$ cat src/rtl/alu_ctrl_pkg.sv
// rtl/alu_ctrl_pkg.sv - ALU control op codes and execute-stage state encoding
package alu_ctrl_pkg;

    localparam logic [3:0] OP_AND  = 4'd0;
    localparam logic [3:0] OP_OR   = 4'd1;
    localparam logic [3:0] OP_LW   = 4'd2;
    localparam logic [3:0] OP_SW   = 4'd3;
    localparam logic [3:0] OP_ADDU = 4'd4;
    localparam logic [3:0] OP_SUBU = 4'd5;
    localparam logic [3:0] OP_SLT  = 4'd6;
    localparam logic [3:0] OP_BLEZ = 4'd7;
    localparam logic [3:0] OP_SRA  = 4'd8;
    localparam logic [3:0] OP_SRAV = 4'd9;
    localparam logic [3:0] OP_LUI  = 4'd10;
    localparam logic [3:0] OP_SLTU = 4'd11;
    localparam logic [3:0] OP_SLL  = 4'd12;
    localparam logic [3:0] OP_SMUL = 4'd13;
    localparam logic [3:0] OP_BGTZ = 4'd14;

    typedef enum logic [1:0] {
        S_IDLE = 2'd0,
        S_MUL  = 2'd1,
        S_OUT  = 2'd2
    } state_t;

endpackage

$ cat src/rtl/alu_seq_mult.sv
// rtl/alu_seq_mult.sv - iterative shift-add signed multiplier, low-half product
// Optional ALU_MUL_EARLY_EXIT_EN: finish as soon as the remaining multiplier bits are zero.
module alu_seq_mult #(
    parameter int DATA_W    = 32,
    parameter int MUL_STEPS = 32
) (
    input  logic              clk,
    input  logic              rst_n,
    input  logic              start,
    input  logic              step,
    input  logic [DATA_W-1:0] a,
    input  logic [DATA_W-1:0] b,
    output logic              done,
    output logic [DATA_W-1:0] product
);

    logic [DATA_W-1:0] mcand;
    logic [DATA_W-1:0] mplier;
    logic [DATA_W-1:0] acc;
    logic [DATA_W-1:0] acc_next;
    logic [4:0]        cnt;
    logic              neg;
    logic              last_step;

    assign acc_next = mplier[0] ? acc + mcand : acc;

`ifdef ALU_MUL_EARLY_EXIT_EN
    assign last_step = (cnt == 5'(MUL_STEPS - 1)) || ((mplier >> 1) == '0);
`else
    assign last_step = (cnt == 5'(MUL_STEPS - 1));
`endif

    // done and product reflect the step taken on this edge, so the caller can register them directly
    assign done    = step && last_step;
    assign product = neg ? -acc_next : acc_next;

    always_ff @(posedge clk or negedge rst_n) begin
        if (!rst_n) begin
            mcand  <= '0;
            mplier <= '0;
            acc    <= '0;
            cnt    <= '0;
            neg    <= 1'b0;
        end else if (start) begin
            // negating INT_MIN yields the same bit pattern, which is the correct unsigned magnitude
            mcand  <= a[DATA_W-1] ? -a : a;
            mplier <= b[DATA_W-1] ? -b : b;
            neg    <= a[DATA_W-1] ^ b[DATA_W-1];
            acc    <= '0;
            cnt    <= '0;
        end else if (step) begin
            acc    <= acc_next;
            mcand  <= mcand << 1;
            mplier <= mplier >> 1;
            cnt    <= cnt + 5'd1;
        end
    end

endmodule

$ cat src/rtl/alu_exec_unit.sv
// rtl/alu_exec_unit.sv - execute stage: single-cycle ALU, iterative SMUL, valid/ready handshake
// Optional ALU_MUL_EARLY_EXIT_EN shortens SMUL latency inside alu_seq_mult.
module alu_exec_unit #(
    parameter int DATA_W    = 32,
    parameter int MUL_STEPS = 32
) (
    input  logic              clk_i,
    input  logic              rst_i,
    input  logic              flush_i,
    input  logic              in_valid_i,
    output logic              in_ready_o,
    input  logic [3:0]        alu_ctrl_i,
    input  logic [DATA_W-1:0] src1_i,
    input  logic [DATA_W-1:0] src2_i,
    input  logic [4:0]        shamt_i,
    output logic              out_valid_o,
    input  logic              out_ready_i,
    output logic [DATA_W-1:0] result_o,
    output logic              zero_o,
    output logic              busy_o
);
    import alu_ctrl_pkg::*;

    state_t            state;
    state_t            state_nxt;
    logic              accept;
    logic              load_en;
    logic [DATA_W-1:0] load_val;
    logic [DATA_W-1:0] alu_res;
    logic              mul_start;
    logic              mul_step;
    logic              mul_done;
    logic [DATA_W-1:0] mul_product;

    assign in_ready_o  = (state == S_IDLE) || ((state == S_OUT) && out_ready_i);
    assign accept      = in_valid_i && in_ready_o && !flush_i;
    assign out_valid_o = (state == S_OUT);
    assign busy_o      = (state == S_MUL);
    assign mul_step    = (state == S_MUL) && !flush_i;

    always_comb begin
        alu_res = '0;
        case (alu_ctrl_i)
            OP_AND:                 alu_res = src1_i & src2_i;
            OP_OR:                  alu_res = src1_i | src2_i;
            OP_LW, OP_SW, OP_ADDU:  alu_res = src1_i + src2_i;
            OP_SUBU:                alu_res = src1_i - src2_i;
            OP_SLT:                 alu_res = ($signed(src1_i) < $signed(src2_i)) ? 32'd1 : 32'd0;
            OP_SLTU:                alu_res = (src1_i < src2_i) ? 32'd1 : 32'd0;
            OP_SRA:                 alu_res = $unsigned($signed(src2_i) >>> shamt_i);
            OP_SRAV:                alu_res = $unsigned($signed(src2_i) >>> src1_i[4:0]);
            OP_SLL:                 alu_res = src2_i << shamt_i;
            OP_LUI:                 alu_res = {src2_i[15:0], 16'h0000};
            // branch ops report "taken" as a zero result so zero_o doubles as the branch flag
            OP_BLEZ:                alu_res = ($signed(src1_i) <= 32'sd0) ? 32'd0 : 32'd1;
            OP_BGTZ:                alu_res = ($signed(src1_i) > 32'sd0) ? 32'd0 : 32'd1;
            default:                alu_res = '0;
        endcase
    end

    always_comb begin
        state_nxt = state;
        load_en   = 1'b0;
        load_val  = alu_res;
        mul_start = 1'b0;
        if (flush_i) begin
            state_nxt = S_IDLE;
        end else if (accept) begin
            if (alu_ctrl_i == OP_SMUL) begin
                state_nxt = S_MUL;
                mul_start = 1'b1;
            end else begin
                state_nxt = S_OUT;
                load_en   = 1'b1;
            end
        end else begin
            case (state)
                S_MUL: begin
                    if (mul_done) begin
                        state_nxt = S_OUT;
                        load_en   = 1'b1;
                        load_val  = mul_product;
                    end
                end
                S_OUT: begin
                    if (out_ready_i) state_nxt = S_IDLE;
                end
                default: ;
            endcase
        end
    end

    always_ff @(posedge clk_i or negedge rst_i) begin
        if (!rst_i) begin
            state    <= S_IDLE;
            result_o <= '0;
            zero_o   <= 1'b0;
        end else begin
            state <= state_nxt;
            if (load_en) begin
                result_o <= load_val;
                zero_o   <= (load_val == '0);
            end
        end
    end

    alu_seq_mult #(
        .DATA_W    (DATA_W),
        .MUL_STEPS (MUL_STEPS)
    ) u_mult (
        .clk     (clk_i),
        .rst_n   (rst_i),
        .start   (mul_start),
        .step    (mul_step),
        .a       (src1_i),
        .b       (src2_i),
        .done    (mul_done),
        .product (mul_product)
    );

endmodule

$ cat config.mk
export PLATFORM = sky130hd
export DESIGN_NAME = alu_exec_unit
export DESIGN_NICKNAME = d
export VERILOG_FILES = /design/src/rtl/alu_ctrl_pkg.sv /design/src/rtl/alu_seq_mult.sv /design/src/rtl/alu_exec_unit.sv
export SDC_FILE = /design/constraint.sdc
export NUM_CORES = 1
export LEC_CHECK = 0
export ABC_AREA = 1
export ABC_CLOCK_PERIOD_IN_PS = 7500
export CAP_MARGIN = 20
export CORE_UTILIZATION = 40
export CTS_CLUSTER_SIZE = 25
export DETAILED_ROUTE_END_ITERATION = 16
export GPL_TIMING_DRIVEN = 0
export PLACE_DENSITY_LB_ADDON = 0.25
export SLEW_MARGIN = 20
export SYNTH_ARGS = -nofsm -noshare
export SYNTH_HDL_FRONTEND = slang
export SYNTH_HIERARCHICAL = 1
export SYNTH_SLANG_ARGS = --single-unit
$ cat constraint.sdc
create_clock -name clk_i -period 7.5 [get_ports clk_i]
set_input_delay 1.125 -clock clk_i [delete_from_list [all_inputs] [get_ports clk_i]]
set_output_delay 1.125 -clock clk_i [all_outputs]
set_load 0.005 [all_outputs]
==> impl_results.md, run 1 <==
* Slew HR at 26.12%
* Most Crowded Layer GR: met1
* Die area at 0.05352 mm2
* Worst skew pair latency at 0.45 ns
* Final WS setup at 1.598 ns
* Post-Syn Nets at 3985
* Initial core utilization at 40.76%
* Crit path kind: in -> reg
* Root Buffer: clkbuf_16
* Tot Pwr at 5175 uW
* Critical Path Fanout Max at 8
* Iter 0 DRT Violations at 3497
* WP data arrival at 6.28 ns
* Critical path, cell by cell: clkdlybuf4s50_1 > inv_1 > ha_1 > clkbuf_1 > inv_1 > nand2_1 > nand2_1 > nand2_1 > nand2_1 > inv_1 > nand3_1 > nand2_1 > nand3_1 > nor2_1 > nor2_1 > nor2_1 > nand2_1 > a21oi_1 > nand2_1 > nor2_1 > nand2_1 > nor2_1 > nand4_1 > nand2_1
* Cell variety after synth at 62
* Worst Hold Class: reg -> reg
* Critical path endpoint category: flip-flop
* Largest net degree at the start of global routing at 71
* Minimum clock period at 5.902 ns
* Post-CTS Hold Buffers at 0
* CTS max path bufs at 2
* Area Overhead vs Synth at 12.16%
* Final hold slack at 0.4825 ns
* Overflow after GRT at 0
* Post-synthesis async set-or-reset flop share at 100.0%
* Yosys top cell area share at 20.82%
* Clock slew at reported path FFs at 0.06 ns
* Vias at 26710
* Setup Fix Bufs, Post-CTS at 0
* Clock H-tree levels at 4
* Filler instances at 5797
* TritonCTS Sinks at 137
* GR Layer Usage met3 at 11.64%
* GPL Wtd Cong at 1.069
* Max Freq at 169.4 MHz
* First-pass GRT wire length at 160600 um
* Post-synth EDFFs at 0
* TritonCTS clock tree: built
* Rows at 83
* PD cells at 219.3 mW/mm2
* RSZ-0062 raised after global routing: false
* Chip height at 231.3 um
* Area leader, netlist: nand2_1
* Via-to-Cell Ratio at 5.815
* IO Port Bufs at 110
* Synth area leaders: nand2_1 (21%), dfrtp_1 (16%), nand3_1 (13%)
* DR WL/cell at 24.27 um
* # IOs at 114
* Met1 usage at 58.25%
* CP max stage delay at 0.94 ns
* LEAKAGE at 0.01206 uW
* Skew final at 0.01606 ns
* Mapped Area at 0.02104 mm2
* Post-synthesis sequential area ratio at 16.29%
* Core Area at 0.05161 mm2
* Maximum vdd ir drop at 0.1988 mV
* Placed wire-length estimate at 92040 um
* Final Cycle Share at 78.70%
* Hold Vio Cnt, Final at 0
* Synth Flop Type: dfrtp_1
* Synthesized area per cell at 5.582 um2
* Yosys Warn Count at 6
* Seq cells post-synth at 137
* Met2 usage at 57.15%
* Worst Max-Slew Pin Slew at 1.101 ns
* Nets@finish at 4115
* Max cap viols at 0
* Final WL at 111500 um
* Drt pass-1 iters at 6
* Initial antenna violation count at 3
* Status: completed
* Post-Synthesis Cells at 3769
* Total track usage at 41.15%
* Fin. max-slew vios at 0
* Final setup fails at 0
* CP max-delay cell: clkdlybuf4s50_1
* Vias in the first global route at 24150
* Num CTS Buffers at 17
* Post-CTS resize count at 0
* Dpl ws at 1.375 ns
* Antenna viol nets, final at 0
* DRC at 0
* Startpoint class of the critical path: input pin
* Crit path required time at 7.88 ns
* Most frequent CP cell: nand2_1
* Share of cells above drive strength 1 at 4.422%
* Die width at 231.3 um
==> registers in the layout, summed over array words and instances, names as in the netlist <==
name	count
u_mult/acc	32
u_mult/neg	1
result_o	32
u_mult/mcand	32
state	2
zero_o	1
u_mult/mplier	32
u_mult/cnt	5
==> metal layers <==
layer	part of all wire [%]	routed length (um)
met5	0.011	12
met4	4.7	5198
met3	12	13100
met2	39	43840
met1	44	49350
==> final timing paths <==
path	startpoint	end	slack, ns	cells after the start
max in group asynchronous	rst_i	result_o[2]$_DFFE_PN0P_	6.09	2
min reg2reg	result_o[21]$_DFFE_PN0P_	result_o[21]$_DFFE_PN0P_	0.48	2
min	result_o[21]$_DFFE_PN0P_	result_o[21]$_DFFE_PN0P_	0.48	2
max	src2_i[8]	zero_o$_DFFE_PN0P_	1.60	24
min in group asynchronous	rst_i	u_mult/mcand[15]$_DFFE_PN0P_	0.60	1
max reg2reg	u_mult/mcand[0]$_DFFE_PN0P_	zero_o$_DFFE_PN0P_	3.50	24
==> area by class of cell <==
cell class	count	area [um2]	share of cell area [%]
diodes	2	5.005	0.02121
plain buffers	143	631.9	2.678
clock buffers	19	432.9	1.835
clock inverters	13	136.4	0.5779
inverters	518	1944	8.240
multi-input cells	2971	15030	63.71
flip-flops and latches	137	3428	14.53
well taps	680	850.8	3.606
repair buffers	111	1134	4.804
==> cells in the mapped netlist (all sizes together), types with 3 or more instances <==
library cell,number
nand2,1204
nand3,546
inv,512
nor2,351
o21ai,236
a21oi,152
dfrtp,137
ha,135
clkbuf,88
nand4,56
buf,55
xor2,47
o22ai,46
nor3,36
o211ai,32
a21boi,19
o221ai,17
xnor2,16
or2,12
nand3b,9
a31oi,8
o21bai,7
clkinv,6
a22o,5
a21o,4
mux2i,4
nor4,4
o21a,4
a221oi,3
and2,3
fa,3
==> metrics by stage <==
step / setup TNS, ns / utilization [%] / cells / instance area [um2]
after floorplan: 0 / - / 3769 / 21040
after global placement: -47.16 / 44.54 / 4559 / 22990
after detailed placement: 0 / 44.61 / 4560 / 23020
after CTS: 0 / 45.71 / 4592 / 23590
after global routing: 0 / 45.71 / 4592 / 23590
final: 0 / 45.72 / 4594 / 23600
==> placed cells by master (no fill, tap or decap), types with 32 or more instances in the layout <==
cell type and instances:
a21oi_1 148, buf_2 33, clkbuf_1 89, clkdlybuf4s50_1 109, dfrtp_1 137, ha_1 135, inv_1 499, nand2_1 1167
nand2_2 32, nand3_1 538, nand4_1 56, nor2_1 338, nor3_1 33, o211ai_1 32, o21ai_0 227, o22ai_1 45
xor2_1 47
==> where the power goes <==
group          internal, uW  switching, uW
combinational           995           2190
sequential              953            193
clock                   466            375
==> logic make-up (layout without fill, tap and decap cells) <==
group                      after synthesis  in the layout  synth area share, %
AOI/OAI and AO/OA                      543            543                14.99
and+or+nand+nor                       2223           2223                45.34
xor gates and xnor gates                63             63                2.623
DFF                                    137            137                16.29
buffers and inverters                  661            804                12.25
muxes                                    4              4               0.1903
other                                    0              2                    0
adders and majority gates              138            138                8.314
==> worst max-delay path: cells and delay by family <==
kind / cells / cell delay, ns
AOI/OAI and AO/OA: 1 / 0.32
and+or+nand+nor: 17 / 2.52
adders and majority gates: 1 / 0.37
buffers and inverters: 5 / 1.91
Note: power is estimated with default switching activity, not from simulation.
==> inputs of run 2 (changes only) <==
Settings changed: ABC_CLOCK_PERIOD_IN_PS 7500 to 5100.
Clock period 7.5 ns to 5.1 ns, I/O delays scaled along.
==> impl_results.md, run 2 (same netlist as run 1, synthesis figures left out) <==
* Antenna viol nets, final at 0
* # IOs at 114
* Skew final at 0.01509 ns
* Initial antenna violation count at 3
* Startpoint class of the critical path: input pin
* TritonCTS clock tree: built
* Tot Pwr at 7615 uW
* Area Overhead vs Synth at 12.46%
* Total track usage at 41.15%
* Crit path kind: in -> reg
* Drt pass-1 iters at 8
* TritonCTS Sinks at 137
* Hold Vio Cnt, Final at 0
* Overflow after GRT at 0
* Core Area at 0.05161 mm2
* Register area at 0.003428 mm2
* Largest net degree at the start of global routing at 71
* Filler instances at 5799
* Critical path endpoint category: flip-flop
* Fin area at 0.02366 mm2
* Chip height at 231.3 um
* Crit path required time at 5.48 ns
* GPL Wtd Cong at 1.069
* Worst skew pair latency at 0.45 ns
* LEAKAGE at 0.01222 uW
* Clock H-tree levels at 4
* Initial core utilization at 40.76%
* R2R setup slack at 1.14 ns
* Final setup fails at 0
* First-pass GRT wire length at 160600 um
* IO Port Bufs at 110
* Commonest non-fill, non-tap cell in the layout: nand2_1
* Area of the multi-input gates at 0.01506 mm2
* Placed wire-length estimate at 92040 um
* Root Buffer: clkbuf_16
* Num CTS Buffers at 17
* Commonest non-fill, non-tap cells in the layout: nand2_1 (1167), nand3_1 (538), inv_1 (498)
* CTS max path bufs at 2
* Max cap viols at 0
* Status: completed
* DRC at 0
* Final Cycle Share at 99.49%
* Rows at 83
* FF-to-FF path depth at 27
* Reg-to-Reg Start: u_mult/mcand[0]$_DFFE_PN0P_
* PD cells at 321.8 mW/mm2
* Worst Max-Slew Pin Slew at 1.141 ns
* Iter 0 DRT Violations at 3333
* WP data arrival at 5.45 ns
* Worst Hold Class: in -> async
* Final WL at 111700 um
* Die width at 231.3 um
* Via-to-Cell Ratio at 5.810
* Share of cells above drive strength 1 at 4.601%
* Minimum clock period at 5.074 ns
* Vias at 26690
* Nets@finish at 4115
* Final Util at 45.84%
* Slew HR at 23.43%
* Clock slew at reported path FFs at 0.07 ns
* Die area at 0.05352 mm2
* Fin. max-slew vios at 0
* RSZ-0062 raised after global routing: false
* Maximum vdd ir drop at 0.2931 mV
* Final hold slack at 0.2450 ns
* Max Freq at 197.1 MHz
* Setup Fix Bufs, Post-CTS at 0
* Vias in the first global route at 24160
* Critical Path Fanout Max at 8
* DR WL/cell at 24.31 um
* DP Area at 0.02302 mm2
* Reg2reg end: zero_o$_DFFE_PN0P_
run 2: worst max-delay path: stages:
cell             delay, ns
clkdlybuf4s50_1       0.86
inv_1                 0.32
ha_1                  0.36
clkbuf_1              0.36
inv_1                 0.16
nand2_1               0.09
nand2_1               0.08
nand2_1               0.06
nand2_1               0.13
inv_1                 0.08
nand3_1               0.26
nand2_1               0.14
nand3_1               0.19
nand2_1               0.15
nand3_1               0.07
nand3_1               0.13
nand3_1               0.30
a21boi_0              0.44
nand3_1               0.12
nor2_1                0.16
nand4_1               0.13
nand2_1               0.07
run 2: cell type report:
cell class | count | share of cell area (%)
repair buffers | 111 | 4.965
multi-input cells | 2971 | 63.65
clock buffers | 19 | 1.830
clock inverters | 13 | 0.5764
well taps | 680 | 3.596
flip-flops and latches | 137 | 14.49
diodes | 1 | 0.01058
inverters | 518 | 8.217
plain buffers | 143 | 2.670
run 2: worst max path at each step:
stage | slack, ns | from | end | cells after the start
final | 0.03 | src1_i[8] | zero_o$_DFFE_PN0P_ | 22
after global routing | 0.006 | src1_i[8] | zero_o$_DFFE_PN0P_ | 22
after CTS | 0.02 | src2_i[8] | zero_o$_DFFE_PN0P_ | 24
after detailed placement | -0.67 | src2_i[8] | zero_o$_DFFE_PN0P_ | 24
after global placement | -2.41 | rst_i | result_o[5]$_DFFE_PN0P_ | 1
after floorplan | 2.01 | u_mult/mcand[0]$_DFFE_PN0P_ | zero_o$_DFFE_PN0P_ | 23
run 2: what timing repair did:
| item | CTS | global route |
|---|---|---|
| gates resized for setup | 5 | 25 |
| hold endpoints to repair | 0 | 0 |
| endpoints found under the setup margin | 1 | 4 |
| hold buffers | 0 | 0 |
run 2: power by group:
group          internal (uW)  switching (uW)  total, uW
Sequential              1400             283       1680
Clock                    686             550       1240
Combinational           1460            3230       4690
Total                   3550            4060       7610
run 2: per-stage QoR:
stage / setup WS, ns / TNS (ns) / cells
final: 0.02584 / 0 / 4593
after floorplan: 2.008 / 0 / 3769
after CTS: 0.02368 / 0 / 4592
after detailed placement: -0.6651 / -2.275 / 4560
after global placement: -2.413 / -329.46 / 4559
after global routing: 0.005877 / 0 / 4592
run 2: layer usage:
layer	part of all wire, %	vias to the layer above	GRT usage [%]
met4	4.7	2	18.05
met1	44	12440	58.24
li1	-	12520	-
met2	39	1516	57.18
met3	13	210	11.64
met5	0.011	-	0
